--- src/rtl/sccb_config_sequencer_if.sv ---
// rtl/sccb_config_sequencer_if.sv - start/table/SCCB/status bundle of the configuration sequencer
interface sccb_config_sequencer_if;
  logic        start;
  logic [7:0]  rom_addr;
  logic [15:0] rom_data;
  logic        sio_c;
  logic        sio_d_oe;
  logic        busy;
  logic        done;

  modport master (
    input  start, rom_data,
    output rom_addr, sio_c, sio_d_oe, busy, done
  );

  modport slave (
    output start, rom_data,
    input  rom_addr, sio_c, sio_d_oe, busy, done
  );
endinterface

--- src/rtl/sccb_config_sequencer.sv ---
// rtl/sccb_config_sequencer.sv - walks a {reg_addr, reg_value} table and issues one SCCB 3-phase write per entry
// Optional macro CFG_DELAY_EN: entry 16'hFFF0 becomes a DELAY_CYCLES idle pause instead of a write.
module sccb_config_sequencer #(
  parameter int         CLK_DIV      = 63,
  parameter logic [7:0] DEV_ADDR     = 8'h42,
  parameter int         DELAY_CYCLES = 250000
) (
  input logic                     clk_25,
  input logic                     reset,
  sccb_config_sequencer_if.master bus
);
  localparam int QW = (CLK_DIV > 1) ? $clog2(CLK_DIV) : 1;

  if (CLK_DIV < 2) begin : g_bad_div
    $error("CLK_DIV must be at least 2");
  end
  if (DELAY_CYCLES < 1) begin : g_bad_delay
    $error("DELAY_CYCLES must be at least 1");
  end

  typedef enum logic [3:0] {
    S_IDLE, S_FETCH, S_CHECK, S_START, S_SEND, S_STOP, S_GAP,
`ifdef CFG_DELAY_EN
    S_DELAY,
`endif
    S_FINISH
  } state_t;

  state_t      state_q, state_d;
  logic [QW-1:0] qcnt_q, qcnt_d;
  logic [1:0]  phase_q, phase_d;
  logic [4:0]  bit_q, bit_d;
  logic [26:0] frame_q, frame_d;
  logic [7:0]  addr_q, addr_d;
  logic        busy_q, busy_d;
  logic        done_q, done_d;
  logic        sio_c_q, sio_c_d;
  logic        oe_q, oe_d;
  logic        q_last, ph_last, entry_end;
`ifdef CFG_DELAY_EN
  localparam int DW = $clog2(DELAY_CYCLES + 1);
  logic [DW-1:0] dcnt_q, dcnt_d;
`endif

  assign q_last  = (qcnt_q == QW'(CLK_DIV - 1));
  assign ph_last = q_last && (phase_q == 2'd3);

  // Bus levels per state/quarter, returned as {scl, sda_drive_low}.
  function automatic logic [1:0] bus_drive(state_t st, logic [1:0] ph, logic msb);
    case (st)
      S_START: bus_drive = {ph < 2'd2, ph != 2'd0};
      S_SEND:  bus_drive = {ph[1], ~msb};
      S_STOP:  bus_drive = {ph != 2'd0, ph < 2'd2};
      default: bus_drive = 2'b10;
    endcase
  endfunction

  always_comb begin
    state_d   = state_q;
    qcnt_d    = qcnt_q;
    phase_d   = phase_q;
    bit_d     = bit_q;
    frame_d   = frame_q;
    addr_d    = addr_q;
    busy_d    = busy_q;
    done_d    = done_q;
    entry_end = 1'b0;
`ifdef CFG_DELAY_EN
    dcnt_d    = dcnt_q;
`endif

    if (state_q == S_START || state_q == S_SEND || state_q == S_STOP || state_q == S_GAP) begin
      qcnt_d = q_last ? '0 : qcnt_q + QW'(1);
      if (q_last) phase_d = phase_q + 2'd1;
    end

    case (state_q)
      S_IDLE: begin
        if (bus.start) begin
          addr_d  = 8'd0;
          busy_d  = 1'b1;
          done_d  = 1'b0;
          state_d = S_FETCH;
        end
      end
      S_FETCH: state_d = S_CHECK;
      S_CHECK: begin
        qcnt_d  = '0;
        phase_d = 2'd0;
        bit_d   = 5'd0;
        if (bus.rom_data == 16'hFFFF) begin
          state_d = S_FINISH;
`ifdef CFG_DELAY_EN
        end else if (bus.rom_data == 16'hFFF0) begin
          dcnt_d  = '0;
          state_d = S_DELAY;
`endif
        end else begin
          frame_d = {DEV_ADDR, 1'b1, bus.rom_data[15:8], 1'b1, bus.rom_data[7:0], 1'b1};
          state_d = S_START;
        end
      end
      S_START: if (ph_last) state_d = S_SEND;
      S_SEND: begin
        if (ph_last) begin
          frame_d = {frame_q[25:0], 1'b1};
          if (bit_q == 5'd26) state_d = S_STOP;
          else                bit_d   = bit_q + 5'd1;
        end
      end
      S_STOP: if (ph_last) state_d = S_GAP;
      S_GAP:  entry_end = ph_last;
`ifdef CFG_DELAY_EN
      S_DELAY: begin
        dcnt_d    = dcnt_q + DW'(1);
        entry_end = (dcnt_q == DW'(DELAY_CYCLES - 1));
      end
`endif
      S_FINISH: begin
        busy_d  = 1'b0;
        done_d  = 1'b1;
        state_d = S_IDLE;
      end
      default: state_d = S_IDLE;
    endcase

    // Entry 255 is the last one; the address saturates rather than wrapping.
    if (entry_end) begin
      if (addr_q == 8'hFF) begin
        state_d = S_FINISH;
      end else begin
        addr_d  = addr_q + 8'd1;
        state_d = S_FETCH;
      end
    end

    {sio_c_d, oe_d} = bus_drive(state_d, phase_d, frame_d[26]);
  end

  always_ff @(posedge clk_25 or posedge reset) begin
    if (reset) begin
      state_q <= S_IDLE;
      qcnt_q  <= '0;
      phase_q <= 2'd0;
      bit_q   <= 5'd0;
      frame_q <= '1;
      addr_q  <= 8'd0;
      busy_q  <= 1'b0;
      done_q  <= 1'b0;
      sio_c_q <= 1'b1;
      oe_q    <= 1'b0;
`ifdef CFG_DELAY_EN
      dcnt_q  <= '0;
`endif
    end else begin
      state_q <= state_d;
      qcnt_q  <= qcnt_d;
      phase_q <= phase_d;
      bit_q   <= bit_d;
      frame_q <= frame_d;
      addr_q  <= addr_d;
      busy_q  <= busy_d;
      done_q  <= done_d;
      sio_c_q <= sio_c_d;
      oe_q    <= oe_d;
`ifdef CFG_DELAY_EN
      dcnt_q  <= dcnt_d;
`endif
    end
  end

  assign bus.rom_addr = addr_q;
  assign bus.sio_c    = sio_c_q;
  assign bus.sio_d_oe = oe_q;
  assign bus.busy     = busy_q;
  assign bus.done     = done_q;
endmodule

--- src/flat_wrapper.sv ---
// flat-port wrapper written by rule: the top's interface ports become plain ports
module sccb_config_sequencer_flat 
#(
  parameter int         CLK_DIV      = 63,
  parameter logic [7:0] DEV_ADDR     = 8'h42,
  parameter int         DELAY_CYCLES = 250000
)
  (clk_25, reset, bus_start, bus_rom_data, bus_rom_addr, bus_sio_c, bus_sio_d_oe, bus_busy, bus_done);
  sccb_config_sequencer_if bus_i ();
  input logic clk_25;
  input logic reset;
  input wire logic [$bits(bus_i.start)-1:0] bus_start;
  input wire logic [$bits(bus_i.rom_data)-1:0] bus_rom_data;
  output wire logic [$bits(bus_i.rom_addr)-1:0] bus_rom_addr;
  output wire logic [$bits(bus_i.sio_c)-1:0] bus_sio_c;
  output wire logic [$bits(bus_i.sio_d_oe)-1:0] bus_sio_d_oe;
  output wire logic [$bits(bus_i.busy)-1:0] bus_busy;
  output wire logic [$bits(bus_i.done)-1:0] bus_done;
  assign bus_i.start = bus_start;
  assign bus_i.rom_data = bus_rom_data;
  assign bus_rom_addr = bus_i.rom_addr;
  assign bus_sio_c = bus_i.sio_c;
  assign bus_sio_d_oe = bus_i.sio_d_oe;
  assign bus_busy = bus_i.busy;
  assign bus_done = bus_i.done;
  sccb_config_sequencer #(.CLK_DIV(CLK_DIV), .DEV_ADDR(DEV_ADDR), .DELAY_CYCLES(DELAY_CYCLES)) u_core (.clk_25(clk_25), .reset(reset), .bus(bus_i));
endmodule
--- config.mk ---
export PLATFORM = sky130hd
export DESIGN_NAME = sccb_config_sequencer_flat
export DESIGN_NICKNAME = d
export VERILOG_FILES = /design/src/rtl/sccb_config_sequencer_if.sv /design/src/rtl/sccb_config_sequencer.sv /design/src/flat_wrapper.sv
export SDC_FILE = /design/constraint.sdc
export NUM_CORES = 1
export LEC_CHECK = 0
export CORE_UTILIZATION = 55
export DETAILED_ROUTE_END_ITERATION = 10
export PLACE_DENSITY = 0.77
export SLEW_MARGIN = 15
export SYNTH_ARGS = -nofsm -noshare
export SYNTH_HDL_FRONTEND = slang
export SYNTH_SLANG_ARGS = --single-unit
--- constraint.sdc ---
create_clock -name clk_25 -period 5.9 [get_ports clk_25]
set_input_delay 1.475 -clock clk_25 [delete_from_list [all_inputs] [get_ports clk_25]]
set_output_delay 1.475 -clock clk_25 [all_outputs]
set_load 0.03 [all_outputs]
==> results.md, run 1 <==
- Die height: approximately 74 um
- Final hold violations: 0
- Row cnt: 25
- Root buffer cell: clkbuf_8
- Commonest non-fill, non-tap cells in the layout: nand2_1, clkdlybuf4s50_1, dfrtp_1, dfstp_2, nor2_1
- Clock slew at reported path FFs: about 110 ps
- Met1 WL: roughly 2600 um
- Total of max-cap violations: 0
- Place WS: between 2000 and 2500 ps
- R2r endpoint: u_core.frame_q[14]
- Setup TNS: 0 ps
- Worst slew pin tran: between 1000 and 1500 ps
- Pwr dens: between 200 and 300 nW/um2
- Synthesized area per cell: between 9 and 10 um2
- FF+latch area: approximately 1400 um2
- DR top layer: met4
- Crit end category: register
- Wirelength per Cell: about 13 um
- Largest net degree at the start of global routing: 57
- Tot GR Track Use: 21.76%
- CTS H-tree lvls: 2
- Worst R2R Setup Slack: between 2000 and 3000 ps
- Core area: 4880 um2
- Crit path max fanout: 16
- Min Hold Slack: approximately 460 ps
- Drt total wl: approximately 5400 um
- Num CTS Buffers: 5
- Mapped Nets: 333
- Clock sink total: 56
- Count of final setup violators: 0
- Die width: around 74 um
- Main synth FF type: dfstp_2
- Area grow syn2layout: 15.08%
- PnR Total Power: just under 900 uW
- Commonest non-fill, non-tap cell in the layout: nand2_1
- Post-route cell area: 3294 um2
- Worst VDD drop: around 0.15 mV
- N_diodes: 0
- WS Path Type: in -> reg
- PortBufs: 30
- Final Net Count: about 360
- CTS Buffer Depth: 2
- Final worst slack: between 2000 and 3000 ps
- Synthesized area: 2863 um2
- Outcome: complete, no violations
- Crit path arrival time: around 3600 ps
- Hold_sp: u_core.frame_q[19]
- First-pass GRT wire length: a little over 9000 um
- Leakage Power: between 1 and 1.5 nW
- Post-Syn Instances: roughly 310
- Post-layout min period: roughly 3300 ps
- Io pins: 31
- Yosys warning total: 0
- Fin Clk Skew: 10.42 ps
- Seq/Total Area, Yosys: 50.17%
- Synthesized flop and latch total: 56
- Antenna viol nets, final: 0
- Via count: ~2200
- Yosys cell types: 52
- # DRC: 0
- Post-CTS setup repair buffer count: 0
- DR WL met3: ~160 um
- Vias per std cell: around 5.6
- Slew margin rel.: 26.67%
- DP HPWL: roughly 3700 um
- Global route total overflow: 0
- Placed inst area: approximately 3200 um2
- Initial DRC Count: 107
- Post-CTS sizing: 0
- Fmax: around 300 MHz
- Hold worst-path end: u_core.frame_q[20]
- Initial DRT Pass Iterations: 4
- Post-CTS Hold Buffers: 0
- Startpoint types: primary input
- Final slew viol count: 0
- Post-synth EDFFs: 0
- Worst R2R Start: u_core.qcnt_q[0]
- Hold Crit Depth: 2
- Vias in the first global route: approximately 2100
- Multi-input gate area: 1318 um2
- Die ar.: ~5500 um2
- TritonCTS clock tree: built
- R2r worst-path depth: 8
- Hold Path Class: reg -> reg
- Final worst-path cycle share: 56.54%
- Async SR Flop Fraction: 100.0%
- Final GP Congestion: slightly above 0.8
- Initial Util: roughly three fifths
- Unrepaired setup endpoints after global routing: false
- Share of cells above drive strength 1: ~15%
- Fillers: between 400 and 500
- Initial antenna violation count: 0
- Worst skew pair latency: a little over 300 ps
- Met2 wire len: approximately 2500 um
- CP Data Required Time: approximately 6200 ps
==> stage by stage <==
stage                     cells  util, %
after floorplan             308        -
after global placement      394    65.54
after detailed placement    394    65.54
after CTS                   402    67.51
after global routing        402    67.51
final                       402    67.51
==> power by group <==
group | internal, mW | switching [mW]
Combinational | 0.0546 | 0.0696
Sequential | 0.485 | 0.0468
Clock | 0.0874 | 0.132
==> flip-flops by register name, indices dropped and copies added, names as in the netlist <==
name,flops
u_core.state_q,4
u_core.bus.busy,1
u_core.bus.sio_d_oe,1
u_core.phase_q,2
u_core.frame_q,27
u_core.bit_q,5
u_core.qcnt_q,6
u_core.bus.rom_addr,8
u_core.bus.sio_c,1
u_core.bus.done,1
==> worst max-delay path, stage by stage <==
cell and delay [ps]:
clkdlybuf4s50_1 490, nand4_1 120, nor4_1 420, nor2_1 100, nor2_1 750, nand2_1 130, nand2_1 110
==> how the worst max path moves through the flow <==
stage,to,slack [ps],start,cells after the start
final,u_core.frame_q[14],2560,bus_rom_data[7],7
after global routing,u_core.frame_q[1],2380,bus_rom_data[7],7
after CTS,u_core.frame_q[14],2550,bus_rom_data[7],7
after detailed placement,u_core.frame_q[14],2230,bus_rom_data[7],7
after global placement,u_core.frame_q[5],2350,bus_rom_data[7],7
after floorplan,u_core.bit_q[0],3100,reset,1
==> layout make-up <==
type | instances | area share, %
tap | 67 | 2.545
timing repair buffer | 33 | 9.799
inverter | 10 | 1.139
multi-input combinational | 228 | 39.99
clock inverter | 3 | 0.8355
clock buffer | 5 | 2.089
sequential | 56 | 43.60
==> metal layers <==
| layer | GRT usage, % | vias to the layer above |
|---|---|---|
| met1 | 29.83 | 1088 |
| met4 | 5.128 | 0 |
| met5 | 0 | - |
| li1 | - | 1117 |
| met3 | 4.065 | 5 |
| met2 | 35.96 | 35 |
==> cell families (layout without fill, tap and decap cells) <==
kind of cell	Yosys count	count (layout)	share of synthesized area [%]
adders and majority gates	6	6	2.622
buffers and inverters	24	51	3.802
AOI/OAI and AO/OA	66	66	15.56
xor gates and xnor gates	8	8	2.448
DFF	56	56	50.17
muxes	7	7	2.491
other	1	1	0.1310
and+or+nand+nor	140	140	22.77
==> cell usage after synthesis, types with 3 or more instances <==
master	n	area [um2]
nor2_2	3	18.77
inv_1	10	37.54
nand3_1	3	15.01
nor2b_1	4	25.02
or3_1	3	18.77
a21oi_1	12	60.06
dfrtp_1	28	700.7
buf_2	9	45.04
nor2_1	22	82.58
o21ai_0	18	90.09
clkbuf_1	3	11.26
dfstp_2	28	735.7
ha_1	6	75.07
o32ai_1	3	26.28
xnor2_1	3	26.28
nand4_1	10	62.56
mux2i_1	6	60.06
a22oi_1	16	120.1
xor2_1	5	43.79
nand2b_1	4	25.02
nand2_1	75	281.5
Power figures use the tool's default switching activity.
==> run 2: changes to the inputs <==
Clock period 5.9 ns to 3.1 ns, I/O delays scaled along.
==> results.md, run 2 (synthesis results as in run 1) <==
- Outcome: complete, no violations
- Share of cells above drive strength 1: 16.42%
- Crit-path slowest cell: nor2_1
- Fmax: 394.1 MHz
- Die height: roughly 74 um
- Fillers: 428
- Drt total wl: 5567 um
- Multi-input gate area: 1318 um2
- Via count: 2260
- Sequential share of power: between 50% and 60%
- Sw frac: a little over a quarter
- Row cnt: 25
- Tot GR Track Use: 23.14%
- Unrepaired setup endpoints after global routing: false
- Final GP Congestion: about 0.78
- Worst skew pair latency: 300 ps
- Final slew viol count: 0
- PortBufs: 30
- Final Net Count: 365
- Worst slew pin tran: a little under 1000 ps
- R2r worst-path depth: 6
- Initial DRC Count: about 120
- Final worst-path cycle share: around four fifths
- Slowest cell delay on critical path: approximately 820 ps
- Post-CTS sizing: 0
- Vias in the first global route: about 2200
- Hold Crit Depth: 2
- Largest net degree at the start of global routing: 24
- Die ar.: 5497 um2
- Io pins: 31
- Leakage Power: 1.394 nW
- WP depth: 6
- Pwr dens: roughly 510 nW/um2
- CP Data Required Time: ~3400 ps
- WP buf/inv: 1
- Initial DRT Pass Iterations: 4
- DP HPWL: between 4000 and 5000 um
- Wirelength per Cell: about 14 um
- Critical-path cell list: nor3_2, nand2_2, nor2_1, buf_4, a22oi_1, nand2_1
- Post-CTS Hold Buffers: 0
- Hold Path Class: reg -> reg
- Fin Clk Skew: between 4 and 5 ps
- Post-layout min period: between 2000 and 3000 ps
- Slew margin rel.: between 30% and 40%
- Post-CTS setup repair buffer count: 0
- Crit path arrival time: ~2800 ps
- First-pass GRT wire length: 9853 um
- CTS H-tree lvls: 2
- Total of max-cap violations: 0
- Switching power: around 450 uW
- Startpoint types: register
- Num CTS Buffers: 5
- Crit path max fanout: 17
- Final hold violations: 0
- Clock sink total: 56
- Initial Util: between 50% and 60%
- Area grow syn2layout: 16.78%
- Global route total overflow: 0
- CTS Buffer Depth: 2
- Clock slew at reported path FFs: about 90 ps
- Combinational group share of total power: around 15%
- Initial antenna violation count: 0
- Family with the most delay on the worst path: simple AND/OR/NAND/NOR gates
- Die width: approximately 74 um
- Commonest non-fill, non-tap cells in the layout: nand2_1, clkdlybuf4s50_1, dfrtp_1, dfstp_2, nor2_1
- # DRC: 0
- Crit end category: register
- WS Path Type: reg -> reg
- Internal power component: approximately 1.2 mW
- Setup TNS: 0 ps
- Largest register FFs: 27
- Worst VDD drop: ~0.33 mV
- N_diodes: 0
- Count of final setup violators: 0
- Commonest non-fill, non-tap cell in the layout: nand2_1
- Core area: 4880 um2
- Final Util: 68.51%
- TritonCTS clock tree: built
- FF+latch area: approximately 1400 um2
- Clk pwr share: about a quarter
- Final worst slack: approximately 560 ps
- Root buffer cell: clkbuf_8
- Vias per std cell: between 5 and 6
- Most flops, register: u_core.frame_q
- Place WS: between 300 and 400 ps
- Antenna viol nets, final: 0
## run 2: cell types whose count changed in the layout (fill, tap and decap cells not counted)
cell | before | now
clkinvlp_4 | 1 | 0
clkinv_4 | 1 | 0
buf_4 | 3 | 9
clkbuf_8 | 5 | 7
inv_8 | 1 | 0
clkbuf_1 | 0 | 1
## run 2: layout make-up
cell class                 instances  area share, %
timing repair buffer              39          11.00
tap                               67          2.507
clock buffer                       8          2.994
inverter                          10          1.123
sequential                        56          42.96
multi-input combinational        228          39.41
## run 2: power groups by stage
stage	Combinational, mW	Sequential (mW)	Clock (mW)
2_1_floorplan	0.186	0.991	0
5_1_grt	0.296	1.03	0.464
3_5_place_dp	0.259	1.02	0
6_report	0.254	1.01	0.427
3_3_place_gp	0.246	1.02	0
4_1_cts	0.259	1.01	0.444
## run 2: worst paths after layout
| check | start | endpoint | slack (ps) |
|---|---|---|---|
| max in group asynchronous | reset | u_core.bus.sio_c | 1650 |
| max reg2reg | u_core.state_q[3] | u_core.frame_q[3] | 560 |
| max | u_core.state_q[3] | u_core.frame_q[3] | 560 |
| min in group asynchronous | reset | u_core.frame_q[7] | 1100 |
| min reg2reg | u_core.frame_q[17] | u_core.frame_q[18] | 450 |
| min | u_core.frame_q[17] | u_core.frame_q[18] | 450 |
## run 2: layer usage
metal	share of wire, %	GRT usage, %
met1	49	31.16
met2	47	38.38
met3	3.0	4.065
met4	1.0	6.838
met5	0	0
## run 2: stage by stage
step / hold slack, ps / cell area [um2] / std cells / power [mW]
2_1_floorplan: 434.8 / 2863 / 308 / 1.176
3_3_place_gp: 440.6 / 3243 / 400 / 1.262
3_5_place_dp: 443.0 / 3243 / 400 / 1.279
4_1_cts: 459.0 / 3343 / 408 / 1.713
5_1_grt: 465.9 / 3343 / 408 / 1.786
6_report: 453.9 / 3343 / 408 / 1.692
## run 2: worst reg2reg max path, stage by stage (launching register included)
cell	delay, ps
dfrtp_1	510
nor3_2	410
nand2_2	250
nor2_1	820
buf_4	320
a22oi_1	90
nand2_1	90
==> run 3: changes to the inputs <==
Settings changed: CORE_UTILIZATION 55 to 51, PLACE_DENSITY 0.77 to 0.75.
Clock period 3.1 ns to 2.15 ns, I/O delays scaled along.
==> results.md, run 3 (synthesis results as in run 1) <==
- Hold Crit Depth: 2
- First-pass GRT wire length: just over 10000 um
- Leakage Power: 1.551 nW
- Worst VDD drop: around 0.52 mV
- Final GP Congestion: approximately 0.8
- Setup TNS: 0 ps
- R2r endpoint: u_core.bit_q[1]
- Final Net Count: approximately 400
- CTS H-tree lvls: 2
- Die ar.: around 6000 um2
- Critical-path cell list: or4b_4, or3_4, a21oi_4, buf_6, mux2_2
- Most flops, register: u_core.frame_q
- Fmax: about 470 MHz
- R2r worst-path depth: 5
- Min Hold Slack: between 400 and 500 ps
- Global route total overflow: 0
- DR WL met3: roughly 180 um
- Vias per std cell: roughly 5.5
- Hold_sp: u_core.frame_q[19]
- Outcome: complete, no violations
- Initial antenna violation count: 0
- Clock sink total: 56
- N_diodes: 0
- Worst R2R Start: u_core.state_q[0]
- Drt total wl: around 6000 um
- Core area: 5270 um2
- Commonest non-fill, non-tap cell in the layout: nand2_1
- Post-layout min period: about 2100 ps
- Via count: around 2400
- Commonest non-fill, non-tap cells in the layout: nand2_1, buf_4, clkdlybuf4s50_1
- Largest register FFs: 27
- Vias in the first global route: 2269
- CTS Buffer Depth: 2
- # DRC: 0
- PortBufs: 30
- WS Path Type: reg -> reg
- WP buf/inv: 1
- Met2 wire len: ~2800 um
- DR top layer: met4
- Placed inst area: 3458 um2
- Unrepaired setup endpoints after global routing: true
- Hold Path Class: reg -> reg
- Initial DRT Pass Iterations: 4
- Worst slew pin tran: 523.8 ps
- Pwr dens: slightly below 700 nW/um2
- Slowest cell delay on critical path: roughly 570 ps
- Largest net degree at the start of global routing: 21
- Met1 WL: between 2000 and 3000 um
- Root buffer cell: clkbuf_8
- Tot GR Track Use: a little over a fifth
- Slew margin rel.: roughly two thirds
- Clock slew at reported path FFs: approximately 100 ps
- Crit end category: register
- Wirelength per Cell: about 13 um
- Hold worst-path end: u_core.frame_q[20]
- Final worst-path cycle share: roughly 98%
- Initial Util: a little over half
- Io pins: 31
- TritonCTS clock tree: built
- Fillers: approximately 420
- Finished Layout Cells: 443
- Count of final setup violators: 0
- Worst R2R Setup Slack: roughly 33 ps
- Total of max-cap violations: 0
- Antenna viol nets, final: 0
- Worst skew pair latency: between 300 and 400 ps
- Fin Clk Skew: ~8.9 ps
- Final slew viol count: 0
- Family with the most delay on the worst path: simple AND/OR/NAND/NOR gates
- Die width: 76.92 um
- Num CTS Buffers: 5
- Crit path arrival time: between 2000 and 2500 ps
- Die height: roughly 77 um
- Row cnt: 26
- Startpoint types: register
- Crit-path slowest cell: or4b_4
- CP Data Required Time: roughly 2400 ps
- Initial DRC Count: around 120
- Share of cells above drive strength 1: a little over a quarter
- Area grow syn2layout: 27.93%
- Final Util: 69.49%
- DP HPWL: 4369 um
- Place WS: -273.3 ps
- Final worst slack: ~33 ps
- Crit path max fanout: 4
- Post-route cell area: 3662 um2
- PnR Total Power: between 2 and 3 mW
- Final hold violations: 0
- Placed cells: between 400 and 500
- Post-CTS Hold Buffers: 0
==> run 3: worst max-delay path by stage <==
stage	cells after the start	slack, ps	to	start
CTS	9	1	u_core.bus.rom_addr[7]	u_core.qcnt_q[0]
detailed placement	7	-270	u_core.bus.sio_c	bus_rom_data[7]
global placement	7	-220	u_core.bus.sio_c	bus_rom_data[7]
floorplan	9	20	u_core.bus.sio_c	u_core.qcnt_q[0]
finish	5	30	u_core.bit_q[1]	u_core.state_q[0]
global route	9	-60	u_core.bus.rom_addr[7]	u_core.qcnt_q[0]
==> run 3: what timing repair did <==
action                                 CTS  global route
setup endpoints to repair                2            25
buffers inserted                         2             4
endpoints found under the hold margin    0             0
gates cloned                             0             0
gates resized for setup                  1            12
pin swaps                                3             7
==> run 3: routing by layer <==
layer,vias up,GRT usage (%)
met3,7,3.214
met4,0,7.115
li1,1193,-
met5,-,0
met1,1180,29.07
met2,50,34.20
==> run 3: worst reg2reg max path: cells and delay by family (launching register included) <==
kind | cells | cell delay, ps
buf+inv | 1 | 130
compound gates | 1 | 190
mux | 1 | 320
flops | 1 | 410
simple gates | 2 | 970
==> run 3: cell type report <==
type	count	area, um2	area share [%]
well taps	70	87.58	2.392
flip-flops and latches	56	1436	39.22
repair buffers	71	628.1	17.15
clock buffers	7	97.59	2.665
inverters	10	37.54	1.025
clock inverters	1	8.758	0.2392
multi-input cells	228	1366	37.31
==> run 3: power by group <==
part / total [mW] / internal (mW) / leakage, nW / switching, mW
logic: 0.480 / 0.232 / 0.824 / 0.248
registers: 1.43 / 1.33 / 0.673 / 0.0989
clock network: 0.639 / 0.306 / 0.0540 / 0.333
total: 2.55 / 1.87 / 1.55 / 0.680
==> edit 1: new RTL, config.mk and constraints of run 3 <==
`addr_q` no longer has a reset.
--- a/src/rtl/sccb_config_sequencer.sv
+++ b/src/rtl/sccb_config_sequencer.sv
@@ -144,7 +144,6 @@
       phase_q <= 2'd0;
       bit_q   <= 5'd0;
       frame_q <= '1;
-      addr_q  <= 8'd0;
       busy_q  <= 1'b0;
       done_q  <= 1'b0;
       sio_c_q <= 1'b1;
@@ -158,7 +157,6 @@
       phase_q <= phase_d;
       bit_q   <= bit_d;
       frame_q <= frame_d;
-      addr_q  <= addr_d;
       busy_q  <= busy_d;
       done_q  <= done_d;
       sio_c_q <= sio_c_d;
@@ -169,6 +167,10 @@
     end
   end
 
+  always_ff @(posedge clk_25) begin
+    addr_q <= addr_d;
+  end
+
   assign bus.rom_addr = addr_q;
   assign bus.sio_c    = sio_c_q;
   assign bus.sio_d_oe = oe_q;
Behaviour: no difference found for any inputs over 10 cycles, from zero or initial values and one cycle with reset high; that may be too few to reach the edited logic, so the function may still have changed.
==> edit 1 against run 3 <==
Setup slack better by 0.048 ns; sequential cell count unchanged; hold slack better by 0.0043 ns; wire length down 3.4%; global-route usage down 0.066 points; cell area down 5.3%; clock skew up 0.0017 ns; first-iteration DRC count up 19%; total power down 5.2%; cell count down 5.9%; sequential share of layout area up 1.1 points; area after synthesis down 0.92%; via count down 6.4%; critical endpoint is now u_core.bus.sio_c$_DFF_PP1_.
==> edit 1: results (changes against run 3) <==
- GPL Wtd Cong: 0.851 (+6.5%)
- Top cells by area, synth: dfstp_2 (26%), dfrtp_1 (18%), nand2_1 (8.3%)
- Switching part of the total: 27.2% (+0.53 points)
- Cell Area, Placed: 0.00330 mm2 (-4.5%)
- Hold path startpoint: u_core.frame_q[24]$_DFFE_PP1P_
- GRT Total Usage: 21.1% (-0.066 points)
- Detailed placer's ending HPWL: 3.97 mm (-9.1%)
- R2R Path Start: u_core.qcnt_q[0]$_DFFE_PP0P_
- CP max FO: 5 (+1)
- Delay-heaviest family, CP: compound AO/OA/AOI/OAI gates
- Slowest-stage cell, CP: a2111o_1
- Leak pwr: 1.49 nW (-4.1%)
- Sequential share of the synthesized area: 49.2% (-0.95 points)
- DR WL/cell: 13.8 um (+2.6%)
- CP max stage delay: 0.46 ns (-0.11 ns)
- Post-Place Cells: 401 (-6.5%)
- Synth Area in XOR/XNOR: 3.09% (+0.64 points)
- Pre-CTS setup slack: -0.230 ns (+0.0435 ns)
- Status: finished, final reports clean
- Antenna violations before repair: 0 (unchanged)
- First-pass GRT wire length: 9.95 mm (-1.4%)
- Largest net degree at the start of global routing: 36 (+71%)
- Nets: 371 (-6.5%)
- Vias per Instance: 5.45 (-0.59%)
- Synth cell count leaders: nand2_1 (63), dfstp_2 (28), dfrtp_1 (20)
- Layout cells sized above 1: 23.3% (-2.7 points)
- Post-synthesis compound-gate area fraction: 12.7% (-2.8 points)
- Final Skew: 0.0106 ns (+0.00171 ns)
- Adder-cell share of the synthesized area: 2.65% (+0.024 points)
- Portion of netlist area occupied by mux cells: 2.21% (-0.29 points)
- Mapped Nets: 322 (-3.3%)
- Post-synth ARST share: 85.7% (-14 points)
- Layout Cells excl Fill: 417 (-5.9%)
edit 1: logic make-up after synthesis:
kind of cell	count (synthesis)
adders and majority gates	6
and+or+nand+nor	142
xor gates and xnor gates	10
DFF	56
AOI/OAI and AO/OA	54
buffers and inverters	22
other	1
muxes	6
edit 1: area by class of cell:
class	instances	area [um2]
clock inverter	1	5.00
inverter	8	30.0
sequential	56	1400
fill	423	1770
timing repair buffer	56	520
multi-input combinational	219	1350
tap	70	87.6
clock buffer	7	76.3
edit 1: per-layer routing:
layer | up-vias | global-route usage (%) | wire length [um]
met1 | 1085 | 28.1 | 2670
met3 | 5 | 3.71 | 221
met2 | 45 | 35.0 | 2780
li1 | 1139 | - | -
met4 | 0 | 6.54 | 77
met5 | - | 0 | 0
edit 1: what timing repair did:
action / in CTS / in global routing
endpoints found under the setup margin: 0 / 2
gates resized for setup: 0 / 4
hold buffers: 0 / 0
setup buffers: 0 / 8
edit 1: power by group through the flow:
stage	Sequential, W	Combinational (W)	Clock [W]
2_1_floorplan	0.00143	0.000264	0
3_3_place_gp	0.00147	0.000349	0
3_5_place_dp	0.00148	0.000364	0
4_1_cts	0.00146	0.000367	0.000568
5_1_grt	0.00149	0.000464	0.000604
6_report	0.00146	0.000396	0.000554
edit 1: final timing paths:
path / depth (start not counted) / slack [ns] / endpoint
min in group asynchronous: 2 / 0.49 / u_core.bit_q[4]$_DFFE_PP0P_
hold / removal: 2 / 0.46 / u_core.frame_q[25]$_DFFE_PP1P_
hold reg to reg: 2 / 0.46 / u_core.frame_q[25]$_DFFE_PP1P_
setup reg to reg: 8 / 0.08 / u_core.bus.sio_c$_DFF_PP1_
setup / recovery: 8 / 0.08 / u_core.bus.sio_c$_DFF_PP1_
max in group asynchronous: 3 / 1.11 / u_core.frame_q[5]$_DFFE_PP1P_
==> edit 2: new RTL, settings of run 3 <==
Without the edit above. `CLK_DIV` is set to 63 in 2 places; all go to 126.
--- a/src/rtl/sccb_config_sequencer.sv
+++ b/src/rtl/sccb_config_sequencer.sv
@@ -1,7 +1,7 @@
 // rtl/sccb_config_sequencer.sv - walks a {reg_addr, reg_value} table and issues one SCCB 3-phase write per entry
 // Optional macro CFG_DELAY_EN: entry 16'hFFF0 becomes a DELAY_CYCLES idle pause instead of a write.
 module sccb_config_sequencer #(
-  parameter int         CLK_DIV      = 63,
+  parameter int         CLK_DIV      = 126,
   parameter logic [7:0] DEV_ADDR     = 8'h42,
   parameter int         DELAY_CYCLES = 250000
 ) (
--- a/src/flat_wrapper.sv
+++ b/src/flat_wrapper.sv
@@ -1,7 +1,7 @@
 // flat-port wrapper written by rule: the top's interface ports become plain ports
 module sccb_config_sequencer_flat 
 #(
-  parameter int         CLK_DIV      = 63,
+  parameter int         CLK_DIV      = 126,
   parameter logic [7:0] DEV_ADDR     = 8'h42,
   parameter int         DELAY_CYCLES = 250000
 )
Function: no difference found for any inputs over 10 cycles, from zero or initial values and one cycle with reset high; that may be too few to reach the edited logic, so the function may still have changed.
==> edit 2 against run 3 <==
Utilization shrank 1.7 points; global-route usage increased by 2.3 points; sequential power up 5%; combinational power rose by 4.2%; area after synthesis is 2.6% higher; sequential share of layout area is 0.24 points lower; critical endpoint is now bus_sio_c; cell count decreased by 1.8%; total power up 18%; setup slack better by 0.078 ns; wire length increased by 9.3%; hold slack better by 0.037 ns; cell area rose by 2.6%; sequential cell count up 1.
==> edit 2: results (changes against run 3) <==
- Status: finished, final reports clean
- H-tree depth: 3 (+1)
- Slowest-stage cell, CP: clkdlybuf4s50_1
- Worst-Skew Late Latency: 0.34 ns (+0.03 ns)
- Mapped Nets: 322 (-3.3%)
- Synth cell types: 50 (-3.8%)
- Post-Syn Area per Cell: 9.89 um2 (+6.4%)
- DR WL/cell: 15.0 um (+11%)
- Comb pwr share: 16.7% (-2.1 points)
- Vias per Instance: 5.71 (+4.1%)
- Worst hold stages: 1 (-1)
- Reg-to-reg setup timing slack: 0.11 ns (+0.08 ns)
- Nets: 383 (-3.5%)
- Clock Power: 0.000993 W (+55%)
- TritonCTS Buffers: 9 (+4)
- Pre-CTS setup slack: -0.232 ns (+0.0415 ns)
- R2R Path Start: u_core.qcnt_q[1]$_DFFE_PP0P_
- Clock slew at reported path FFs: 0.06 ns (-0.04 ns)
- Top cells by area, synth: dfstp_2 (25%), dfrtp_1 (25%), a222oi_1 (5.5%)
- First-pass GRT wire length: 11.0 mm (+9.3%)
- Initial DRT Pass Iterations: 5 (+1)
- DRT iter0 DRCs: 204 (+66%)
- Leak pwr: 1.63 nW (+5.1%)
- Worst r2r path cells: 8 (+3)
- Synth cell count leaders: nor2_1 (31), dfrtp_1 (29), dfstp_2 (28)
- CP max stage delay: 0.66 ns (+0.09 ns)
- Slew @ Worst Pin: 0.599 ns (+0.0755 ns)
- Routed WL: 6.51 mm (+9.3%)
- Hold Path End: u_core.frame_q[0]$_DFFE_PP1P_
- Largest net degree at the start of global routing: 24 (+14%)
## edit 2: changes by cell type after synthesis, moves of 9 or more
| cell | change |
|---|---|
| inv_1 | +12 |
| a22oi_1 | -16 |
| a222oi_1 | +16 |
| nor2_1 | +9 |
| nand2_1 | -48 |
## edit 2: layout make-up
cell class	count	area [um2]
fill	453	1780
sequential	57	1470
multi-input combinational	204	1340
timing repair buffer	64	581
clock buffer	11	141
tap	72	90.1
inverter	22	82.6
clock inverter	5	55.1
## edit 2: worst max path at each step
| stage | from | end | slack, ns | depth (start not counted) |
|---|---|---|---|---|
| finish | u_core.bus.sio_c$_DFF_PP1_ | bus_sio_c | 0.11 | 1 |
| global route | u_core.state_q[0]$_DFF_PP0_ | u_core.bus.sio_d_oe$_DFF_PP0_ | -0.002 | 7 |
| CTS | u_core.qcnt_q[1]$_DFFE_PP0P_ | u_core.bus.sio_d_oe$_DFF_PP0_ | 0.009 | 8 |
| detailed placement | bus_rom_data[2] | u_core.frame_q[12]$_DFFE_PP1P_ | -0.23 | 7 |
| global placement | bus_rom_data[13] | u_core.frame_q[12]$_DFFE_PP1P_ | -0.17 | 7 |
| floorplan | u_core.state_q[0]$_DFF_PP0_ | u_core.bus.sio_d_oe$_DFF_PP0_ | 0.06 | 8 |
## edit 2: timing repair
| action | 4_1_cts | 5_1_grt |
|---|---|---|
| endpoints found under the hold margin | 0 | 0 |
| buffers inserted | 0 | 1 |
| pin swaps | 0 | 3 |
| resized for setup | 4 | 9 |
| endpoints found under the setup margin | 23 | 17 |
## edit 2: per-layer routing
metal	share of wire, %	GRT usage (%)	vias to the layer above	routed length [um]
li1	-	-	1210	-
met1	46	30.4	1214	2970
met2	50	38.3	52	3240
met3	3.6	6.59	7	236
met4	1.0	7.17	0	65
met5	0	0	-	0
## edit 2: through the flow
stage	TNS (ns)	power [W]	area [um2]	hold WS (ns)	utilization [%]
4_1_cts	0	0.00301	3730	0.496	67.3
2_1_floorplan	0	0.00181	2940	0.477	-
5_1_grt	-0.00164	0.00316	3760	0.501	67.8
6_report	0	0.00300	3760	0.495	67.8
3_3_place_gp	-2.29	0.00198	3530	0.481	63.6
3_5_place_dp	-3.65	0.00200	3530	0.490	63.6
## edit 2: logic make-up (layout without fill, tap and decap cells)
| group | after synthesis | in the layout | synth area share [%] |
|---|---|---|---|
| multiplexers | 5 | 5 | 1.79 |
| other | 1 | 1 | 0.128 |
| adder cells (fa/ha/maj) | 6 | 6 | 2.56 |
| AND/OR/NAND/NOR | 109 | 109 | 19.0 |
| flip-flops | 57 | 57 | 49.8 |
| XOR/XNOR | 8 | 8 | 2.39 |
| AO/OA/AOI/OAI | 75 | 75 | 19.1 |
| buffers and inverters | 36 | 102 | 5.33 |
